## src/rtl/char_row_if.sv

```systemverilog
// char_row_if: host byte handshake, blanking input and row-buffer write port.
interface char_row_if;
  logic [7:0] rx_data;
  logic       rx_valid;
  logic       rx_ready;
  logic       blank;
  logic       write;
  logic [5:0] addr;
  logic [5:0] char_out;
  logic [5:0] cursor;
  logic       busy;
  modport master (output rx_data, rx_valid, blank,
                  input  rx_ready, write, addr, char_out, cursor, busy);
  modport slave  (input  rx_data, rx_valid, blank,
                  output rx_ready, write, addr, char_out, cursor, busy);
endinterface

```

## src/rtl/char_row_writer.sv

```systemverilog
// char_row_writer: command-driven cursor/character writer that only touches the row buffer during blanking.
module char_row_writer #(
  parameter int         COLS       = 64,
  parameter logic [5:0] CLEAR_CHAR = 6'h3F
) (
  input logic       clk,
  input logic       rst,
  char_row_if.slave bus
);
  typedef enum logic [1:0] {IDLE, WAIT_BLANK, CLEAR_RUN} state_e;
  localparam logic [5:0] LAST = 6'(COLS - 1);
  state_e     state_q, state_d;
  logic [5:0] cursor_q, cursor_d, addr_q, addr_d, char_q, char_d;
  logic [5:0] pchar_q, pchar_d, clr_q, clr_d;
  logic       write_q, write_d;
  logic [1:0] op;
  logic [5:0] p, cursor_nxt;
  logic       accept, clr_last;
  assign op         = bus.rx_data[7:6];
  assign p          = bus.rx_data[5:0];
  assign accept     = bus.rx_valid & bus.rx_ready;
  assign cursor_nxt = (cursor_q == LAST) ? 6'd0 : cursor_q + 6'd1;
  assign clr_last   = clr_q == LAST;
  always_ff @(posedge clk) begin
    if (rst) begin
      state_q  <= IDLE;
      cursor_q <= '0;
      addr_q   <= '0;
      char_q   <= '0;
      pchar_q  <= '0;
      clr_q    <= '0;
      write_q  <= 1'b0;
    end else begin
      state_q  <= state_d;
      cursor_q <= cursor_d;
      addr_q   <= addr_d;
      char_q   <= char_d;
      pchar_q  <= pchar_d;
      clr_q    <= clr_d;
      write_q  <= write_d;
    end
  end
  always_comb begin
    state_d = state_q;
    unique case (state_q)
      IDLE:       if (accept) state_d = (op == 2'b00) ? WAIT_BLANK : (op == 2'b10) ? CLEAR_RUN : IDLE;
      WAIT_BLANK: if (bus.blank) state_d = IDLE;
      CLEAR_RUN:  if (bus.blank && clr_last) state_d = IDLE;
      default:    state_d = IDLE;
    endcase
  end
  // blank low in WAIT_BLANK/CLEAR_RUN simply leaves every register parked
  always_comb begin
    write_d  = 1'b0;
    addr_d   = addr_q;
    char_d   = char_q;
    cursor_d = cursor_q;
    pchar_d  = pchar_q;
    clr_d    = clr_q;
    unique case (state_q)
      IDLE: if (accept) begin
        if (op == 2'b00) pchar_d = p;
        if (op == 2'b01 && {1'b0, p} < 7'(COLS)) cursor_d = p;
        if (op == 2'b10) clr_d = '0;
      end
      WAIT_BLANK: if (bus.blank) begin
        write_d  = 1'b1;
        addr_d   = cursor_q;
        char_d   = pchar_q;
        cursor_d = cursor_nxt;
      end
      CLEAR_RUN: if (bus.blank) begin
        write_d  = 1'b1;
        addr_d   = clr_q;
        char_d   = CLEAR_CHAR;
        clr_d    = clr_q + 6'd1;
        cursor_d = clr_last ? 6'd0 : cursor_q;
      end
      default: ;
    endcase
  end
  assign bus.rx_ready = (state_q == IDLE) & ~rst;
  assign bus.busy     = state_q != IDLE;
  assign bus.write    = write_q;
  assign bus.addr     = addr_q;
  assign bus.char_out = char_q;
  assign bus.cursor   = cursor_q;
endmodule
```

## src/flat_wrapper.sv

```systemverilog
// flat-port wrapper written by rule: the top's interface ports become plain ports
module char_row_writer_flat 
#(
  parameter int         COLS       = 64,
  parameter logic [5:0] CLEAR_CHAR = 6'h3F
)
  (clk, rst, bus_rx_data, bus_rx_valid, bus_blank, bus_rx_ready, bus_write, bus_addr, bus_char_out, bus_cursor, bus_busy);
  char_row_if bus_i ();
  input logic clk;
  input logic rst;
  input wire logic [$bits(bus_i.rx_data)-1:0] bus_rx_data;
  input wire logic [$bits(bus_i.rx_valid)-1:0] bus_rx_valid;
  input wire logic [$bits(bus_i.blank)-1:0] bus_blank;
  output wire logic [$bits(bus_i.rx_ready)-1:0] bus_rx_ready;
  output wire logic [$bits(bus_i.write)-1:0] bus_write;
  output wire logic [$bits(bus_i.addr)-1:0] bus_addr;
  output wire logic [$bits(bus_i.char_out)-1:0] bus_char_out;
  output wire logic [$bits(bus_i.cursor)-1:0] bus_cursor;
  output wire logic [$bits(bus_i.busy)-1:0] bus_busy;
  assign bus_i.rx_data = bus_rx_data;
  assign bus_i.rx_valid = bus_rx_valid;
  assign bus_i.blank = bus_blank;
  assign bus_rx_ready = bus_i.rx_ready;
  assign bus_write = bus_i.write;
  assign bus_addr = bus_i.addr;
  assign bus_char_out = bus_i.char_out;
  assign bus_cursor = bus_i.cursor;
  assign bus_busy = bus_i.busy;
  char_row_writer #(.COLS(COLS), .CLEAR_CHAR(CLEAR_CHAR)) u_core (.clk(clk), .rst(rst), .bus(bus_i));
endmodule
```

## config.mk

```make
export PLATFORM = sky130hd
export DESIGN_NAME = char_row_writer_flat
export DESIGN_NICKNAME = d
export VERILOG_FILES = /design/src/rtl/char_row_if.sv /design/src/rtl/char_row_writer.sv /design/src/flat_wrapper.sv
export SDC_FILE = /design/constraint.sdc
export NUM_CORES = 1
export LEC_CHECK = 0
export BUFFER_PORTS_ARGS = -buffer_cell sky130_fd_sc_hd__buf_2
export CORE_MARGIN = 4
export CORE_UTILIZATION = 27
export DETAILED_ROUTE_END_ITERATION = 16
export SETUP_SLACK_MARGIN = 0.1
export SYNTH_ARGS = -nofsm -noshare
export SYNTH_HDL_FRONTEND = slang
export SYNTH_SLANG_ARGS = --single-unit
export TNS_END_PERCENT = 1
```

## constraint.sdc

```tcl
create_clock -name clk -period 4.1 [get_ports clk]
set_clock_uncertainty 0.15 [all_clocks]
set_input_delay 0.82 -clock clk [delete_from_list [all_inputs] [get_ports clk]]
set_output_delay 0.82 -clock clk [all_outputs]
set_load 0.02 [all_outputs]
```

==> results list <==
- Sequential cell area: 661 sq um
- Die Footprint: 7470 sq um
* Unrepaired setup endpoints after global routing: false
- For this run, the slowest stage of the critical path takes around 0.46 ns.
- Avg Inst Size Synth: between 8 and 9 sq um
- The worst path uses between 60 and 70% of the clock period.
- Highest Clock Rate: 0.400 GHz
* Post-route minimum period: around 2.5 ns
- Post-Route Setup TNS: 0 ns
* Number of standard cells in the final layout excluding fillers: 296
- In this run, the number of DRC markers left after iteration 0 of detailed routing was 137.
- Clock latency on the worst-skew pair, taken at its later pin, is 0.29 ns.
- Initial Utilization: 27.9%
- In this run, synthesis produced a sequential element count of 33.
* Measured slew at the worst slew-check pin: 0.899 ns
* Ratio of cells with drive above 1 in the final layout: roughly a fifth
* Hold-fix buffers, CTS: 0
- Maximum buffer depth of the clock tree: 2
- After clock tree synthesis, the setup repair step added 0 buffers.
- For this run, the register share of the synthesized area comes to around two fifths.
* Data arrival time of the worst path: ~1.5 ns
- Of all cell types, the one taking the most synthesized area is sky130_fd_sc_hd__dfxtp_1.
- Net Sw Frac: approximately 31%
- Final nets: 238
- Most frequent standard cell in the layout excluding fill and tap cells: sky130_fd_sc_hd__dfxtp_1
- Yosys printed 0 warnings.
* Final count of hold timing violations: 0
- Number of pins exceeding their max-slew limit in the final report: 0
- After technology mapping, the gate count stands at about 190.
* Maximum fanout along the worst path: 32
- Number of optimization iterations in the first detailed-route pass: 4
- The netlist uses 41 different library cells.
- Clock network fraction of total power: roughly a third
- Post-detailed-route count of antenna-violating nets: 0
- Entering global routing, the biggest net connects 33 pins.
- The share of total power dissipated in combinational logic is between 15 and 20%.
- Initial antenna violation count: 0
- Number of enable flip-flop cells after synthesis: 0
- Walking the worst path, the cells encountered are buf_2 > nor2_1 > buf_2.
- Overall routed net length: ~4200 um
- The cell family contributing the most delay on the critical path is buffers and inverters.
- TritonCTS Sinks: 33
- Count of buffers from port buffering: 32
* Flop pwr share: about 49%
- CP Capture Type: output port
- Diodes inserted: 0
- After synthesis, the largest area contributor takes up between 30% and 40% of total cell area.
- Clk root buf: sky130_fd_sc_hd__clkbuf_8
- Setup violations remaining at the end of the flow were counted as 0.
* Highest-count cells in the layout ignoring fill and taps: 33 x sky130_fd_sc_hd__dfxtp_1, 32 x sky130_fd_sc_hd__buf_2, 27 x sky130_fd_sc_hd__nor2_1
- Combined buffer and inverter count along the critical path: 2
* Standard-cell row count: 28
- Area of combinational cells with multiple inputs: just over 900 sq um
* Area growth syn-to-layout: 18.5%
* Count of pins on the block boundary: 33
- Net Switching: 221 uW
- The worst setup path is launched from an input pin.
* Filler cell count: roughly 640
- Leakage power figure: between 0.0007 and 0.0008 uW
- Die extent in y: between 80 and 90 um
* Remaining DRCs: 0
- In the final routed layout, each cell accounts on average for between 10 and 15 um.
- The run finished with clean final reports.
- Mapped Area: roughly 1700 sq um
- Vias per std cell: 5.15
* Worst path most repeated cell: sky130_fd_sc_hd__buf_2
- Worst min path class: reg2reg
- The worst pin sits at a relative slew slack of between 40 and 50%.
* Worst vdd rail ir drop: ~0.11 mV
- Combined global-route utilization of all metal layers: between 10% and 20%
- Leading cell types by total area after synthesis: sky130_fd_sc_hd__dfxtp_1 40%, sky130_fd_sc_hd__mux2i_1 7.2%, sky130_fd_sc_hd__nor2_1 6.1%
* Syn nets: approximately 210
* GP Congestion: between 0.8 and 0.9
* Proportion of synthesized flip-flops having asynchronous set or reset: 0%
* Startpoint-to-endpoint class of the critical path: in2out
* Clock input transition at the sequential cells of the worst setup and hold paths: around 0.070 ns
- TritonCTS clock tree: yes
- Top_reg_cell synth: sky130_fd_sc_hd__dfxtp_1
- Number of global-route vias before repair: between 1000 and 1500
- Dividing total power by cell area gives a power density of 367 nW/um^2.
- After global routing the overflow that remains totals 0.
- Die boundary width: between 80 and 90 um
- PostCTS Resize Cnt: 0
* Cell total after placement: between 200 and 300
* # Max-Cap Violations: 0
- H-tree Lvls: 2
- Required arrival time at the worst endpoint: 3.13 ns
- The first global-routing pass estimated ~6800 um of wire.
- Overall Power: 722 uW
- Detailed-placement wirelength estimate: about 3000 um
- The routed layout has between 1500 and 2000 vias.
* Cts bufs inserted: 5
- Power Internal: 501 uW
- Among all stages on the critical path, the largest delay is contributed by sky130_fd_sc_hd__buf_2.
- Area of the core: slightly below 6000 sq um
==> tightest hold or removal path, delay by kind of cell, from the launching register on <==
kind | cells | cell delay (ns)
AND/OR/NAND/NOR | 1 | 0.09
flip-flops | 1 | 0.31
AO/OA/AOI/OAI | 1 | 0.05
==> area by class of cell <==
class	instances	area share, %
multi-input combinational	140	47.6
timing repair buffer	32	8.14
clock buffer	5	3.50
inverter	8	1.53
sequential	33	33.6
tap	75	4.77
clock inverter	3	0.891
==> state kept, by name (all words and copies together), names as in the netlist <==
name / cells
u_core.bus.addr: 6
u_core.pchar_q: 6
u_core.clr_q: 6
u_core.bus.write: 1
u_core.bus.cursor: 6
u_core.state_q: 2
u_core.bus.char_out: 6
==> cell families (layout without fill, tap and decap cells) <==
kind of cell	after synthesis	in the layout	share of synthesized area [%]
AO/OA/AOI/OAI	53	53	22.8
multiplexers	12	12	7.23
flip-flops	33	33	39.8
adder cells (fa/ha/maj)	6	6	4.52
AND/OR/NAND/NOR	68	68	21.3
XOR/XNOR	1	1	0.528
buffers and inverters	16	48	3.84
==> power groups by stage <==
stage | clock (uW) | combinational (uW) | sequential, uW
6_report | 243 | 127 | 352
5_1_grt | 261 | 142 | 355
4_1_cts | 250 | 128 | 353
3_5_place_dp | 0 | 127 | 360
3_3_place_gp | 0 | 126 | 360
2_1_floorplan | 0 | 72.6 | 371
==> path summary, 6_finish.rpt <==
check                                        start                 end  slack (ns)  cells after the start
worst max-delay path                           rst        bus_rx_ready        1.60                      3
worst min-delay path            u_core.bus.addr[1]  u_core.bus.addr[1]        0.35                      2
worst max register to register   u_core.state_q[0]     u_core.clr_q[3]        1.65                      5
worst min register to register  u_core.bus.addr[1]  u_core.bus.addr[1]        0.35                      2
==> through the flow <==
| stage | worst slack, ns | utilization [%] | hold WS (ns) | instance area, sq um |
|---|---|---|---|---|
| floorplan | 1.60 | - | 0.314 | 1660 |
| global placement | 1.58 | 31.6 | 0.331 | 1880 |
| detailed placement | 1.54 | 31.6 | 0.339 | 1880 |
| CTS | 1.60 | 33.0 | 0.348 | 1970 |
| global route | 1.36 | 33.0 | 0.377 | 1970 |
| finish | 1.60 | 33.0 | 0.345 | 1970 |
==> cell usage after synthesis (all sizes together), types with 3 or more instances <==
master and n:
and3 4, nor2 27, a211oi 13, nand2b 3, mux2i 12, nand3 9, dfxtp 33, a21oi 10
buf 4, clkbuf 4, nand2 8, or4 3, o21ai 6, nand4b 4, ha 6, inv 8
==> layer usage <==
metal  GRT usage, %  share of wire, %
met4           5.95               2.1
met1           15.0                45
met3           3.71               8.0
met2           17.3                44
met5              0                 0
Power figures use the tool's default switching activity.
